`src/rtl/rv_pipe_pkg.sv`:
```
// Shared types for the RV32I hazard controller: decoder one-hot codes,
// scoreboard entry layout, FSM states and the register-match helper.
package rv_pipe_pkg;

    localparam logic [5:0] TYPE_R    = 6'b100000;
    localparam logic [5:0] TYPE_I    = 6'b010000;
    localparam logic [5:0] TYPE_S    = 6'b001000;
    localparam logic [5:0] TYPE_B    = 6'b000100;
    localparam logic [5:0] TYPE_J    = 6'b000010;
    localparam logic [5:0] TYPE_U    = 6'b000001;
    localparam logic [5:0] TYPE_NONE = 6'b000000;

    typedef struct packed {
        logic       v;
        logic [4:0] rd;
        logic       ld;
    } sb_entry_t;

    typedef enum logic {
        RUN,
        FLUSH
    } fsm_t;

    // x0 is hard-wired zero, so a source of x0 never matches anything.
    function automatic logic rs_hit(
        input sb_entry_t  e,
        input logic [4:0] rs,
        input logic       use_rs
    );
        return use_rs && (rs != 5'd0) && e.v && (e.rd == rs);
    endfunction

endpackage

```
`src/rtl/hazard_scoreboard.sv`:
```
// EX/MEM/WB destination scoreboard with rs1/rs2 match against ID.
// Ports: clock, reset (async high), in_entry (ID entry entering EX),
//   rs1/rs2 + use flags from ID, hazard (RAW match, ungated by id_valid).
// Macro FORWARDING_EN: only an EX-stage load can cause a hazard.
module hazard_scoreboard
    import rv_pipe_pkg::*;
(
    input  logic       clock,
    input  logic       reset,
    input  sb_entry_t  in_entry,
    input  logic [4:0] rs1,
    input  logic [4:0] rs2,
    input  logic       use_rs1,
    input  logic       use_rs2,
    output logic       hazard
);

    sb_entry_t ex_q, ex_d;
    sb_entry_t mem_q, mem_d;
    sb_entry_t wb_q, wb_d;

    logic [2:0] hit_vec;
    logic [2:0] hz_mask;

    always_comb begin
        ex_d  = in_entry;
        mem_d = ex_q;
        wb_d  = mem_q;
    end

    always_ff @(posedge clock or posedge reset) begin
        if (reset) begin
            ex_q  <= '0;
            mem_q <= '0;
            wb_q  <= '0;
        end else begin
            ex_q  <= ex_d;
            mem_q <= mem_d;
            wb_q  <= wb_d;
        end
    end

    // hit_vec = {EX, MEM, WB}; WB writes early in the cycle so it never
    // needs to stall the reader.
    always_comb begin
        hit_vec[2] = rs_hit(ex_q,  rs1, use_rs1) | rs_hit(ex_q,  rs2, use_rs2);
        hit_vec[1] = rs_hit(mem_q, rs1, use_rs1) | rs_hit(mem_q, rs2, use_rs2);
        hit_vec[0] = rs_hit(wb_q,  rs1, use_rs1) | rs_hit(wb_q,  rs2, use_rs2);
`ifdef FORWARDING_EN
        hz_mask = {ex_q.ld, 2'b00};
`else
        hz_mask = 3'b110;
`endif
        hazard = |(hit_vec & hz_mask);
    end

endmodule

```
`src/rtl/pipeline_hazard_ctrl.sv`:
```
// Stall/flush sequencer for the 5-stage RV32I pipeline.
// Ports: clock, reset (async high); ID: id_valid, id_instr, id_type,
//   id_load; EX: ex_redirect. Out: stall, bubble_ex, flush, issue,
//   stall_cnt, flush_cnt (saturating). Macro FORWARDING_EN selects the
//   bypass-aware hazard rule inside hazard_scoreboard.
module pipeline_hazard_ctrl
    import rv_pipe_pkg::*;
#(
    parameter int FLUSH_CYCLES = 2,
    parameter int CNT_W        = 16
) (
    input  logic             clock,
    input  logic             reset,
    input  logic             id_valid,
    input  logic [31:0]      id_instr,
    input  logic [5:0]       id_type,
    input  logic             id_load,
    input  logic             ex_redirect,
    output logic             stall,
    output logic             bubble_ex,
    output logic             flush,
    output logic             issue,
    output logic [CNT_W-1:0] stall_cnt,
    output logic [CNT_W-1:0] flush_cnt
);

    localparam logic [2:0] RELOAD = 3'(FLUSH_CYCLES - 1);
    localparam bit         MULTI  = (FLUSH_CYCLES > 1);

    fsm_t             state_q, state_d;
    logic [2:0]       flush_left_q, flush_left_d;
    logic [CNT_W-1:0] stall_cnt_q, stall_cnt_d;
    logic [CNT_W-1:0] flush_cnt_q, flush_cnt_d;

    logic      use_rs1, use_rs2, wr_rd;
    logic      sb_hazard, hazard;
    sb_entry_t in_entry;
    logic      unused_instr_bits;

    assign unused_instr_bits = ^{id_instr[31:25], id_instr[14:12], id_instr[6:0]};

    always_comb begin
        use_rs1 = 1'b0;
        use_rs2 = 1'b0;
        wr_rd   = 1'b0;
        unique case (1'b1)
            (id_type == TYPE_R): begin
                use_rs1 = 1'b1;
                use_rs2 = 1'b1;
                wr_rd   = 1'b1;
            end
            (id_type == TYPE_I): begin
                use_rs1 = 1'b1;
                wr_rd   = 1'b1;
            end
            (id_type == TYPE_S),
            (id_type == TYPE_B): begin
                use_rs1 = 1'b1;
                use_rs2 = 1'b1;
            end
            (id_type == TYPE_J),
            (id_type == TYPE_U): begin
                wr_rd = 1'b1;
            end
            default: begin
                // NOP or load: only a load reads rs1 and writes rd.
                use_rs1 = id_load;
                wr_rd   = id_load;
            end
        endcase
    end

    hazard_scoreboard u_sb (
        .clock    (clock),
        .reset    (reset),
        .in_entry (in_entry),
        .rs1      (id_instr[19:15]),
        .rs2      (id_instr[24:20]),
        .use_rs1  (use_rs1),
        .use_rs2  (use_rs2),
        .hazard   (sb_hazard)
    );

    assign hazard = id_valid & sb_hazard;

    always_comb begin
        state_d      = state_q;
        flush_left_d = flush_left_q;
        stall        = 1'b0;
        bubble_ex    = 1'b0;
        flush        = 1'b0;
        issue        = 1'b0;
        // Outputs are forced low while reset is held, not just after it.
        if (!reset) begin
            unique case (state_q)
                RUN: begin
                    if (ex_redirect) begin
                        flush     = 1'b1;
                        bubble_ex = 1'b1;
                        if (MULTI) begin
                            state_d      = FLUSH;
                            flush_left_d = RELOAD;
                        end
                    end else if (hazard) begin
                        stall     = 1'b1;
                        bubble_ex = 1'b1;
                    end else begin
                        issue = id_valid;
                    end
                end
                FLUSH: begin
                    flush     = 1'b1;
                    bubble_ex = 1'b1;
                    if (ex_redirect) begin
                        flush_left_d = RELOAD;
                    end else begin
                        flush_left_d = flush_left_q - 3'd1;
                        if (flush_left_q == 3'd1) begin
                            state_d = RUN;
                        end
                    end
                end
                default: state_d = RUN;
            endcase
        end
    end

    always_comb begin
        in_entry.v  = issue & wr_rd;
        in_entry.rd = id_instr[11:7];
        in_entry.ld = issue & id_load;
    end

    always_comb begin
        stall_cnt_d = stall_cnt_q;
        flush_cnt_d = flush_cnt_q;
        if (stall && !(&stall_cnt_q)) begin
            stall_cnt_d = stall_cnt_q + CNT_W'(1);
        end
        if (ex_redirect && !(&flush_cnt_q)) begin
            flush_cnt_d = flush_cnt_q + CNT_W'(1);
        end
    end

    always_ff @(posedge clock or posedge reset) begin
        if (reset) begin
            state_q      <= RUN;
            flush_left_q <= 3'd0;
            stall_cnt_q  <= '0;
            flush_cnt_q  <= '0;
        end else begin
            state_q      <= state_d;
            flush_left_q <= flush_left_d;
            stall_cnt_q  <= stall_cnt_d;
            flush_cnt_q  <= flush_cnt_d;
        end
    end

    assign stall_cnt = stall_cnt_q;
    assign flush_cnt = flush_cnt_q;

endmodule

```
`config.mk`:
```
export PLATFORM = sky130hd
export DESIGN_NAME = pipeline_hazard_ctrl
export DESIGN_NICKNAME = d
export VERILOG_FILES = /design/src/rtl/rv_pipe_pkg.sv /design/src/rtl/hazard_scoreboard.sv /design/src/rtl/pipeline_hazard_ctrl.sv
export SDC_FILE = /design/constraint.sdc
export NUM_CORES = 1
export LEC_CHECK = 0
export CORE_MARGIN = 5
export CORE_UTILIZATION = 48
export CTS_BUF_LIST = sky130_fd_sc_hd__clkbuf_8
export DETAILED_ROUTE_END_ITERATION = 8
export PLACE_DENSITY_LB_ADDON = 0.05
export SYNTH_ARGS = -nofsm -noshare
export SYNTH_HDL_FRONTEND = slang
export SYNTH_SLANG_ARGS = --single-unit
```
`constraint.sdc`:
```
create_clock -name clock -period 3 [get_ports clock]
set_clock_uncertainty 0.05 [all_clocks]
set_input_delay 0.6 -clock clock [delete_from_list [all_inputs] [get_ports clock]]
set_output_delay 0.6 -clock clock [all_outputs]
set_load 0.02 [all_outputs]
```
# ---- After elaboration in Yosys (flattened, before gate mapping)
# Cells that the tools add are included.
# Widths: inputs -> output; s select.
dict set report classes {
  muxes 23
  bitwise_logic 6
  add_sub_neg 3
  n_eq_ne 12
  n_reduce_logical 25
}
# cell count
set ops {}
lappend ops {{$add 16x1->16 const B} 2}
lappend ops {{$reduce_and 16->1} 2}
lappend ops {{$eq 5x5->1} 4}
lappend ops {{$mux 1} 15}
lappend ops {{$logic_and 1x1->1} 12}
lappend ops {{$pmux 1 s2} 5}
lappend ops {{$reduce_bool 5->1} 2}
lappend ops {{$reduce_or 4->1} 2}
lappend ops {{$eq 6x1->1 const B} 1}
lappend ops {{$eq 6x2->1 const B} 1}
lappend ops {{$eq 6x3->1 const B} 1}
lappend ops {{$eq 6x4->1 const B} 1}
lappend ops {{$eq 6x5->1 const B} 1}
lappend ops {{$eq 6x6->1 const B} 1}
lappend ops {{$mux 3} 2}
lappend ops {{$pmux 3 s2} 1}
lappend ops {{$reduce_or 2->1} 3}
lappend ops {{$eq 3x1->1 const B} 1}
lappend ops {{$reduce_or 3->1} 1}
lappend ops {{$sub 3x1->3 const B} 1}
lappend ops {{$and 1x1->1} 2}
lappend ops {{$logic_not 1->1} 2}
lappend ops {{$ne 2x2->1 const B} 1}
lappend ops {{$not 1->1} 2}
lappend ops {{other kinds (2)} 3}
dict set report word_totals {
  reg_bits 48
  elab_cells 77
}

# ---- Logic depth before layout (Yosys ltp)
dict set report logic_depth {
  depth_word 14
  mapped_depth 8
}

# ---- Cells and area by module
# Synthesis repeated with hierarchy kept, for this count alone.
dict set report hier_totals {
  hier_cells 244
  area_unflattened_um2 2608.8
}
# module cells_per_inst instances area_per_inst_um2 seq_area_each_um2
set modules_own_cells {}
lappend modules_own_cells {pipeline_hazard_ctrl 198 1 2043.2 900.9}
lappend modules_own_cells {hazard_scoreboard 46 1 565.5 300.3}

# ---- Worst setup path before layout
# No wires, ideal clock.
dict set report synth_path {
  path_type {input to output}
  start {in reset}
  end {out bubble_ex}
  arrival_ns 2.302
  n_path_buf 0
  slack_ns 0.048
  cell_stages 3
  cell_sequence {inv_1 o21ai_0 o21ai_0}
}
dict set report synth_between {
  elab_chain_len 1
}
# item line_no
set synth_rtl {}
lappend synth_rtl {{from (decl)} pipeline_hazard_ctrl.sv:13} ;# input logic reset,
lappend synth_rtl {{$mux 1} pipeline_hazard_ctrl.sv:94} ;# if (!reset) begin
lappend synth_rtl {{to (decl)} pipeline_hazard_ctrl.sv:20} ;# output logic bubble_ex,
# No other way between the ends.

# ---- Worst setup path in the final report
dict set report layout_path {
  start {in id_instr[15]}
  end {out stall}
}
dict set report layout_between {
  elab_chain_len 11
  word_cells_on_any_way 16
  cone_classes {2 x eq/ne; 4 x mux; 3 x bitwise; 7 x reduce/logical}
}
# item line_no
set layout_rtl {}
lappend layout_rtl {{from (decl)} pipeline_hazard_ctrl.sv:15} ;# input logic [31:0] id_instr,
lappend layout_rtl {{$reduce_bool 5->1} rv_pipe_pkg.sv:30} ;# return use_rs && (rs != 5'd0) && e.v && (e.rd == rs);
lappend layout_rtl {{$logic_and 1x1->1} -}
lappend layout_rtl {{$logic_and 1x1->1 (2 in series)} rv_pipe_pkg.sv:30}
lappend layout_rtl {{$or 1x1->1 (on tied branches)} {hazard_scoreboard.sv:47, hazard_scoreboard.sv:46}}
lappend layout_rtl {{$reduce_or 2->1 *} hazard_scoreboard.sv:54} ;# hazard = |(hit_vec & hz_mask);
lappend layout_rtl {{$and 1x1->1 *} pipeline_hazard_ctrl.sv:84} ;# assign hazard = id_valid & sb_hazard;
lappend layout_rtl {{$mux 1 *} pipeline_hazard_ctrl.sv:104} ;# end else if (hazard) begin
lappend layout_rtl {{$mux 1 *} pipeline_hazard_ctrl.sv:97} ;# if (ex_redirect) begin
lappend layout_rtl {{$mux 1 *} pipeline_hazard_ctrl.sv:95} ;# unique case (state_q)
lappend layout_rtl {{$mux 1 *} pipeline_hazard_ctrl.sv:94}
lappend layout_rtl {{to (decl)} pipeline_hazard_ctrl.sv:19} ;# output logic stall,
# Mark *: on every way between the ends. The rest lies on a longest branch, timed or not.

==> impl_results.md <==
* Status: finished clean
* Slowest stage cell on the critical path: or4_1
* Post-Synth XOR/XNOR Area at 17.99%
* Multiplexer area fraction after synthesis at 1.714%
* Final hold violation count at 0
* Clock sink count at 48
* Final WL at between 5000 and 6000 um
* Area share of and/or/nand/nor cells after synthesis at 20.06%
* Max Clk Rate at 340.0 MHz
* Via count at 1972
* CP peak stage delay at around 0.43 ns
* GPL Wtd Cong at 0.8185
* Final Cell Area at 3411 um^2
* Slew Viols, Final at 0
* Worst hold slack at around 0.38 ns
* Largest area contributor in the netlist: dfrtp_1
* Req. time, crit path at 2.35 ns
* Core Util, Final at 67.21%
* # IOs at 79
* Post-layout nets at 365
* Layout fillers at approximately 440
* Met3 Wirelength at 275 um
* Main combinational cell family by area after synthesis: simple AND/OR/NAND/NOR gates
* Post-synthesis compound-gate area fraction at 7.056%
* Core ar. at 5075 um^2
* Period minus WS final at between 2 and 3 ns
* Library cells used by synthesis at 40
* Seq/Total Area, Yosys at 48.39%
* Count leader, synth: dfrtp_1
* Setup violations, final at 0
* Post-DRT Antenna Nets at 0
* Global route total overflow at 0
* Initial DRC Count at 71
* Post-Synth Adder-Cell Area at about 2%
* Startpoint Class: primary input
* Flip-flop and latch area at between 1000 and 1500 um^2
* CTS tree: done
* Post-Synthesis Cell Area at about 2500 um^2
* Arr. time, crit path at 2.29 ns
* Syn_nets at 281
* CP Capture Type: output port
* Layout cells sized above 1 at 14.73%
* Detail Placement HPWL at 4032 um
* Worst-path cell chain: clkdlybuf4s50_1, or4_1, o22ai_2, nor2_2, a32oi_4, and2b_2, buf_6
* Antenna violations before repair at 0
* Multi-input gate area at 1251 um^2
* Synthesized instance count at 234
* Starting Density at 48.92%
* DR pass1 iterations at 4
* Clock buffer depth at 2
* CP Class: in -> out
* DR WL met2 at between 2000 and 3000 um
* Pwr Total at 1.645 mW
* IO buf count at 61
* Yosys top cell area share at 48.39%
* Pwr Density at 482.4 nW/um^2
* Chip width at roughly 82 um
* Die area at 6710 um^2
* DRC viols at 0
* GRT Util Overall at between 10% and 20%
* Final Instance Count excl. Fillers at 389
* Critical path's top delay family: simple AND/OR/NAND/NOR gates
* CTS H-tree depth at 2
* EDFF count, synth at 0
* First-pass GRT wire length at between 9000 and 10000 um
* Max VDD drop at 451.2 uV
* Area grow syn2layout at 37.40%
* Synthesized flop and latch total at 48
* Ys async rst share at 100.0%
* Slew margin rel. at between 50 and 60%
* Reported max-cap violation count at 0
* Placement row count at 26
* Vias/cell at 5.069
* Worst Path Max Fanout at 4
* Inst Count DP at 381
* Crit share post-route at 98.05%
* Postcts setup bufs at 0
* Primary FF master, synth: dfrtp_1
* Reg-to-reg slack, setup at about 0.9 ns
* Synth area leaders: dfrtp_1 48%, xnor2_1 12%, xor2_1 6.4%
* Vias in the first global route at 2028
* CTS root buf: clkbuf_8
* Worst Tran Pin Value at between 0.6 and 0.7 ns
* DR WL/cell at 13.74 um
* CTS Buf Count at 5
* Worst skew pair latency at 0.29 ns
* Avg Cell Area, Syn at 10.61 um^2
* Top sig layer: met4
* M1 wire length at 2360 um
* Worst Hold Class: reg -> reg
* P_leak at 1.511 nW
* DIE HEIGHT at 81.92 um
* WP buf/inv at 2
* Clk pin slew, worst setup/hold paths at 0.08 ns
* Synth top cells by count: 48 x dfrtp_1, 33 x xnor2_1, 22 x nand2_1
* Ant. Diodes at 0
* Post-DP Area at 3296 um^2
* Synth warnings at 0
* Largest net degree at the start of global routing at 51
-- cells in the final DEF, fill, tap and decap left out, types with 4 or more instances in the layout --
master and count:
nand2_1 22, and4_1 5, nor4_1 5, dfrtp_1 48, clkbuf_8 6, a21oi_1 5, xor2_1 18, dlygate4sd2_1 6
inv_1 8, nand4_1 10, xnor2_1 33, clkdlybuf4s50_1 51, nor2_1 8, nand3_1 10, o21ai_0 11, buf_4 21
ha_1 4, nor3_1 4
-- layout make-up --
type	instances	area share, %
Clock buffer	6	2.421
Multi-Input combinational cell	174	36.68
Timing Repair Buffer	82	22.12
Inverter	7	0.7704
Clock inverter	2	0.2201
Tap cell	70	2.568
Sequential cell	48	35.22
-- worst register-to-register path, delay by kind of cell, from the launching register on --
family,cells,cell delay (ns)
multiplexers,1,0.32
AND/OR/NAND/NOR,5,1.03
adder cells (fa/ha/maj),1,0.18
flip-flops,1,0.40
-- path summary, 6_finish.rpt --
check                                  start             to  cells past startpoint
worst max register to register  stall_cnt[0]   stall_cnt[1]                      7
worst max-delay path            id_instr[15]          stall                      7
max in group asynchronous              reset   stall_cnt[2]                      4
min in group asynchronous              reset   stall_cnt[5]                      4
worst min-delay path            u_sb.ex_q[6]  u_sb.mem_q[6]                      0
worst min register to register  u_sb.ex_q[6]  u_sb.mem_q[6]                      0
-- logic make-up (layout without fill, tap and decap cells) --
group / count (synthesis) / count (layout)
AO/OA/AOI/OAI: 27 / 27
adder cells (fa/ha/maj): 4 / 4
XOR/XNOR: 51 / 51
flip-flops: 48 / 48
buffers and inverters: 12 / 97
AND/OR/NAND/NOR: 88 / 88
multiplexers: 4 / 4
-- where the power goes --
| part | internal, mW | switching (mW) |
|---|---|---|
| clock | 0.181 | 0.195 |
| combinational | 0.233 | 0.224 |
| sequential | 0.725 | 0.0873 |
| total | 1.14 | 0.506 |
-- registers in the layout (all words and copies together) (netlist names) --
signal / count
state_q: 1
u_sb.mem_q: 6
flush_left_q: 3
stall_cnt: 16
u_sb.ex_q: 6
flush_cnt: 16
-- through the flow --
step,worst slack [ns],setup TNS (ns)
4_1_cts,0.0002454,0
2_1_floorplan,0.04798,0
5_1_grt,-0.01324,-0.01324
3_5_place_dp,-0.4988,-1.436
3_3_place_gp,-0.5121,-1.463
6_report,0.05853,0
-- metal layers --
metal,GRT usage [%],up-vias
met5,0,-
met4,5.316,0
met3,4.167,8
met2,28.59,53
met1,21.86,930
li1,-,981
-- what timing repair did --
item / CTS / global route
resized for setup: 25 / 8
pin swaps: 6 / 0
hold buffers: 0 / 0
hold endpoints to repair: 0 / 0
setup endpoints to repair: 3 / 3
Note: power is estimated with default switching activity, not from simulation.
